[config.mk]
export PLATFORM = sky130hd
export DESIGN_NAME = conv_out_pack
export DESIGN_NICKNAME = d
export VERILOG_FILES = /design/src/rtl/conv_out_pack.sv
export SDC_FILE = /design/constraint.sdc
export NUM_CORES = 2
export LEC_CHECK = 0
export ABC_AREA = 1
export CORE_ASPECT_RATIO = 0.7
export CORE_UTILIZATION = 55
export DETAILED_ROUTE_END_ITERATION = 12
export PLACE_DENSITY = 0.75
export SYNTH_ARGS = -nofsm -noshare
export SYNTH_HDL_FRONTEND = slang
export SYNTH_SLANG_ARGS = --single-unit
[constraint.sdc]
create_clock -name clk -period 4.6 [get_ports clk]
set_clock_uncertainty 0.05 [all_clocks]
set_input_delay 0.69 -clock clk [delete_from_list [all_inputs] [get_ports clk]]
set_output_delay 0.69 -clock clk [all_outputs]
set_load 0.005 [all_outputs]
[src/rtl/conv_out_pack.sv]
// Requantizes 32-bit conv results to 8-bit lanes, packs eight per 64-bit word,
// and queues words in a first-word-fall-through FIFO with a registered head.
module conv_out_pack #(
  parameter int FIFO_DEPTH = 16
) (
  input  logic                          clk,
  input  logic                          rst,
  input  logic [31:0]                   in_data,
  input  logic                          in_valid,
  input  logic                          flush,
  input  logic [15:0]                   q_mult,
  input  logic [4:0]                    q_shift,
  input  logic                          relu_en,
  input  logic                          out_signed,
  output logic [63:0]                   m_data,
  output logic                          m_valid,
  input  logic                          m_ready,
  output logic [$clog2(FIFO_DEPTH):0]   fifo_level,
  output logic                          overflow,
  input  logic                          clr_ovf,
  output logic                          busy
);

  localparam int AW = $clog2(FIFO_DEPTH);
  localparam int LW = AW + 1;

  typedef enum logic [1:0] {IDLE, DRAIN, PUSH} flush_state_e;

  logic               s1_v_q, s1_v_d, s1_t_q, s1_t_d;
  logic               s2_v_q, s2_v_d, s2_t_q, s2_t_d;
  logic               s3_v_q, s3_v_d, s3_t_d;
  logic signed [47:0] p_q, p_d, r_q, r_d;
  logic [7:0]         b_q, b_d;
  logic [48:0]        prod;
  logic signed [47:0] rnd, sum, clip;
  logic               pre_left;

  logic [2:0]         cnt_q, cnt_d;
  logic [63:0]        lanes_q, lanes_d;
  logic               pw_v_q, pw_v_d;
  logic [63:0]        pw_q, pw_d;
  flush_state_e       state_q, state_d;

  logic [63:0]        mem [FIFO_DEPTH];
  logic [AW-1:0]      rd_q, rd_d, wr_q, wr_d;
  logic [LW-1:0]      count_q, count_d;
  logic               out_v_q, out_v_d;
  logic [63:0]        out_q, out_d;
  logic               ovf_q, ovf_d, busy_q, busy_d;
  logic               pop, full, push_ok, ovf_set, mem_zero, mem_we;

  // Tags mark beats that belong to the word being flushed; while IDLE every beat does.
  always_comb begin
    prod   = {{17{in_data[31]}}, in_data} * {33'd0, q_mult};
    p_d    = prod[47:0];
    rnd    = (q_shift != 5'd0) ? (48'sd1 <<< (q_shift - 5'd1)) : 48'sd0;
    sum    = p_q + rnd;
    r_d    = sum >>> q_shift;
    clip   = (relu_en && r_q < 48'sd0) ? 48'sd0 : r_q;
    if (out_signed)
      b_d = (clip > 48'sd127) ? 8'h7F : (clip < -48'sd128) ? 8'h80 : clip[7:0];
    else
      b_d = (clip < 48'sd0) ? 8'h00 : (clip > 48'sd255) ? 8'hFF : clip[7:0];
    s1_v_d   = in_valid;
    s1_t_d   = in_valid && (state_q == IDLE);
    s2_v_d   = s1_v_q;
    s2_t_d   = s1_v_q && (s1_t_q || state_q == IDLE);
    s3_v_d   = s2_v_q;
    s3_t_d   = s2_v_q && (s2_t_q || state_q == IDLE);
    pre_left = s1_t_d || s2_t_d || s3_t_d;
  end

  always_comb begin
    cnt_d   = cnt_q;
    lanes_d = lanes_q;
    pw_v_d  = 1'b0;
    pw_d    = pw_q;
    if (state_q == PUSH && cnt_q != 3'd0) begin
      pw_v_d  = 1'b1;
      pw_d    = lanes_q;
      lanes_d = '0;
      cnt_d   = 3'd0;
      if (s3_v_q) begin
        lanes_d[7:0] = b_q;
        cnt_d        = 3'd1;
      end
    end else if (s3_v_q) begin
      lanes_d[{cnt_q, 3'b000} +: 8] = b_q;
      if (cnt_q == 3'd7) begin
        pw_v_d  = 1'b1;
        pw_d    = lanes_d;
        lanes_d = '0;
        cnt_d   = 3'd0;
      end else begin
        cnt_d = cnt_q + 3'd1;
      end
    end
  end

  // DRAIN leaves on the edge that writes the last tagged byte, so later beats start a fresh word.
  always_comb begin
    state_d = state_q;
    case (state_q)
      IDLE:    if (flush) state_d = DRAIN;
      DRAIN:   if (!pre_left) state_d = (cnt_d != 3'd0) ? PUSH : IDLE;
      PUSH:    state_d = IDLE;
      default: state_d = IDLE;
    endcase
  end

  always_comb begin
    pop      = out_v_q && m_ready;
    full     = (count_q == LW'(FIFO_DEPTH));
    push_ok  = pw_v_q && (!full || pop);
    ovf_set  = pw_v_q && full && !pop;
    mem_zero = (count_q == LW'(out_v_q));
    out_v_d  = out_v_q;
    out_d    = out_q;
    rd_d     = rd_q;
    mem_we   = 1'b0;
    if (!out_v_q || pop) begin
      if (!mem_zero) begin
        out_v_d = 1'b1;
        out_d   = mem[rd_q];
        rd_d    = rd_q + AW'(1);
        mem_we  = push_ok;
      end else if (push_ok) begin
        out_v_d = 1'b1;
        out_d   = pw_q;
      end else begin
        out_v_d = 1'b0;
      end
    end else begin
      mem_we = push_ok;
    end
    wr_d    = mem_we ? wr_q + AW'(1) : wr_q;
    count_d = count_q + LW'(push_ok) - LW'(pop);
    ovf_d   = ovf_set || (ovf_q && !clr_ovf);
    busy_d  = s1_v_d || s2_v_d || s3_v_d || pw_v_d || (cnt_d != 3'd0) || (state_d != IDLE);
  end

  always_ff @(posedge clk or posedge rst) begin
    if (rst) begin
      s1_v_q  <= 1'b0;
      s1_t_q  <= 1'b0;
      s2_v_q  <= 1'b0;
      s2_t_q  <= 1'b0;
      s3_v_q  <= 1'b0;
      cnt_q   <= 3'd0;
      lanes_q <= '0;
      pw_v_q  <= 1'b0;
      state_q <= IDLE;
      rd_q    <= '0;
      wr_q    <= '0;
      count_q <= '0;
      out_v_q <= 1'b0;
      out_q   <= '0;
      ovf_q   <= 1'b0;
      busy_q  <= 1'b0;
    end else begin
      s1_v_q  <= s1_v_d;
      s1_t_q  <= s1_t_d;
      s2_v_q  <= s2_v_d;
      s2_t_q  <= s2_t_d;
      s3_v_q  <= s3_v_d;
      cnt_q   <= cnt_d;
      lanes_q <= lanes_d;
      pw_v_q  <= pw_v_d;
      state_q <= state_d;
      rd_q    <= rd_d;
      wr_q    <= wr_d;
      count_q <= count_d;
      out_v_q <= out_v_d;
      out_q   <= out_d;
      ovf_q   <= ovf_d;
      busy_q  <= busy_d;
    end
  end

  // Datapath registers stay unreset so the multiply can map onto DSP blocks.
  always_ff @(posedge clk) begin
    p_q  <= p_d;
    r_q  <= r_d;
    b_q  <= b_d;
    pw_q <= pw_d;
    if (mem_we) mem[wr_q] <= pw_q;
  end

  assign m_data     = out_q;
  assign m_valid    = out_v_q;
  assign fifo_level = count_q;
  assign overflow   = ovf_q;
  assign busy       = busy_q;

endmodule
==> impl_results.md <==
* Final WS setup at -956 ps
* Leading area contributor after synthesis: edfxtp_1
* Reg2reg path depth at 12
* Starting Density at 0.554
* Top-count cell post-synth: nand2_1
* CTS root buf: clkbuf_16
* CP Capture Type: register
* Sink Count at 1,347
* Grt total ovfl at 0
* # nets final at 9,044
* Worst R2R Setup Slack at 1170 ps
* Routed WL at 232 mm
* CP Class: in -> reg
* Seq/Total Area, Yosys at 0.505
* Top cell type's share of synthesized area at 0.427
* WHS Endpoint: s2_v_q
* P&R area growth vs syn at 19.6%
* Critical path peak fanout at 5
* Filler cell count at between 10,000 and 15,000
* WHS Path Cells at 0
* TritonRoute pass-1 iters at 7
* Largest cells by area after synthesis: edfxtp_1, fa_1, nand2_1
* Via count at 60,800
* Max Cap Viol at 0
* H-tree levels at 3
* Max stage delay on crit path at 590 ps
* Core area at approximately 0.14 mm2
* Register area at about 0.039 mm2
* First-pass GRT wire length at 353 mm
* Startpoint types: input port
* Mean routed wirelength per cell at 22.5 um
* Violated checks: negative setup slack
* Setup violators final at 36
* Vias per std cell at 5.90
* Hold_buf cts at 0
* Largest net degree at the start of global routing at 238
* Antenna viol nets, final at 0
* CTS tree: built
* Synth Instances at ~8,000
* Total CTS buffers at 115
* DIE AREA at 0.141 mm2
* RSZ-0062 raised after global routing: true
* Yosys warns at 0
* Fin util at 0.663
* Post-synth EDFFs at 1,088
* Clk_lat worst skew at about 760 ps
* Die Y at 314 um
* Fin crit share at 1.21
* Initial antenna violation count at 6
* Crit path time final at around 5600 ps
* Gpl congestion at 0.976
* Post-synth cell types at 53
* Worst Tran Pin Value at 1260 ps
* CP max-delay cell: fa_2
* I/O pins at 133
* Clock-pin transition on the worst setup and hold timing paths at 70 ps
* Min-delay src: s1_v_q
* Worst r2r dst: busy
* Post-synth top cells: nand2_1, inv_1, edfxtp_1
* Critical path depth at 29
* Clock Tree Buf Depth at 3
* Total GRT Usage at 0.330
* Worst EP arrival at 6110 ps
* Placement Rows at 114
* IO buf count at 132
* Fmax at ~180 MHz
* Worst path top cell family by delay: adder cells
* Most used cell, CP: inv_2
* Post-Syn Nets at ~8,500
* Status: finished with violations
* DP HPWL at between 100 and 150 mm
* Mapped cell area at 0.0765 mm2
* Die width at 448 um
* Area of the multi-input gates at 0.0339 mm2
* FFs w/ async S/R, synth at 0.115
* Synthesized flop and latch total at 1,347
* Critical Path RT at 5150 ps
* # DRC at 0
* Reg2reg start: cnt_q[0]
* Iteration-0 DRC Markers at ~8,300
* Crit path buf inv count at 13
* Non-Filler Instances at 10,300
* Share of cells above drive strength 1 at 0.163
* Max Slew Vio Count at 0
* Vias in the first global route at approximately 60,000
* Slew margin rel. at 0.157
* Primary FF master, synth: edfxtp_1
* HP Class: reg -> reg
* Post-placement cell count at a little under 10,000
* Final hold vios at 0
* Syn avg cell area at between 9 and 10 um2
==> cells by family (layout without fill, tap and decap cells) <==
logic type / Yosys count / after routing / share of synthesized area
flip-flops: 1347 / 1347 / 0.505
adder cells (fa/ha/maj): 652 / 652 / 0.154
AND/OR/NAND/NOR: 2677 / 2677 / 0.143
XOR/XNOR: 85 / 85 / 0.00973
buffers and inverters: 1577 / 2177 / 0.0785
AO/OA/AOI/OAI: 1494 / 1494 / 0.109
other: 0 / 6 / 0
multiplexers: 1 / 1 / 0.000131
==> sequential cells by signal (all words and copies together), names as in the netlist <==
signal	cells
mem	1024
lanes_q	64
m_data	64
pw_q	64
p_q	48
r_q	48
b_q	8
fifo_level	5
rd_q	4
wr_q	4
cnt_q	3
state_q	2
busy	1
m_valid	1
overflow	1
pw_v_q	1
s1_t_q	1
s1_v_q	1
s2_t_q	1
s2_v_q	1
s3_v_q	1
==> cells in the final DEF (no fill, tap or decap), types with 84 or more instances in the layout <==
master           Yosys  layout
a21oi_1            159     123
dfrtp_1            155     151
clkdlybuf4s50_1      0      84
nand2_1           1332    1260
nand3_1            375     371
inv_2               14     107
buf_12               0     102
edfxtp_1          1088    1088
buf_4                4     522
clkbuf_16            0     117
ha_1               166     131
inv_1             1120    1021
nor2_1             819     776
dfxtp_1            104     104
fa_1               486     447
o22ai_1            265     265
o21ai_0            844     823
==> layout make-up <==
class | count | area share
flip-flops and latches | 1347 | 0.422
multi-input cells | 4909 | 0.370
repair buffers | 819 | 0.0925
inverters | 1139 | 0.0470
clock buffers | 162 | 0.0360
well taps | 1856 | 0.0254
clock inverters | 57 | 0.00696
diodes | 6 | 0.000164
==> worst max-delay path by stage <==
stage               startpoint      end  slack (ps)
floorplan           in_data[5]  p_q[43]        -990
global placement     q_mult[8]  p_q[30]       -1980
detailed placement   q_mult[6]  p_q[47]       -1920
CTS                 in_data[7]  p_q[47]        -710
global route         q_mult[7]  p_q[47]       -1070
finish               q_mult[7]  p_q[47]        -960
==> metrics by stage <==
step                      TNS, ps  setup WS, ps  hold slack, ps  area [um2]
after floorplan            -27400          -990             319       77800
after global placement     -73850         -1980             328       84400
after detailed placement   -71950         -1920             350       84400
after CTS                  -20220          -714             365       91100
after global routing       -30250         -1070             375       91500
final                      -26210          -956             366       91600
==> metal layers <==
layer / track usage / part of all wire
met3: 0.0820 / 0.13
met1: 0.479 / 0.40
met5: 0 / 0.00048
met4: 0.102 / 0.033
met2: 0.489 / 0.43
==> repair_timing <==
item                                    in CTS  in global routing
cloned                                      29                  0
pin swaps                                  188                116
gates resized for setup                    478                159
endpoints found under the setup margin      39                 38
buffers inserted                           110                 14
Power is not shown: default switching activity piles up to over one toggle a cycle in this logic, so the estimate is an artifact.
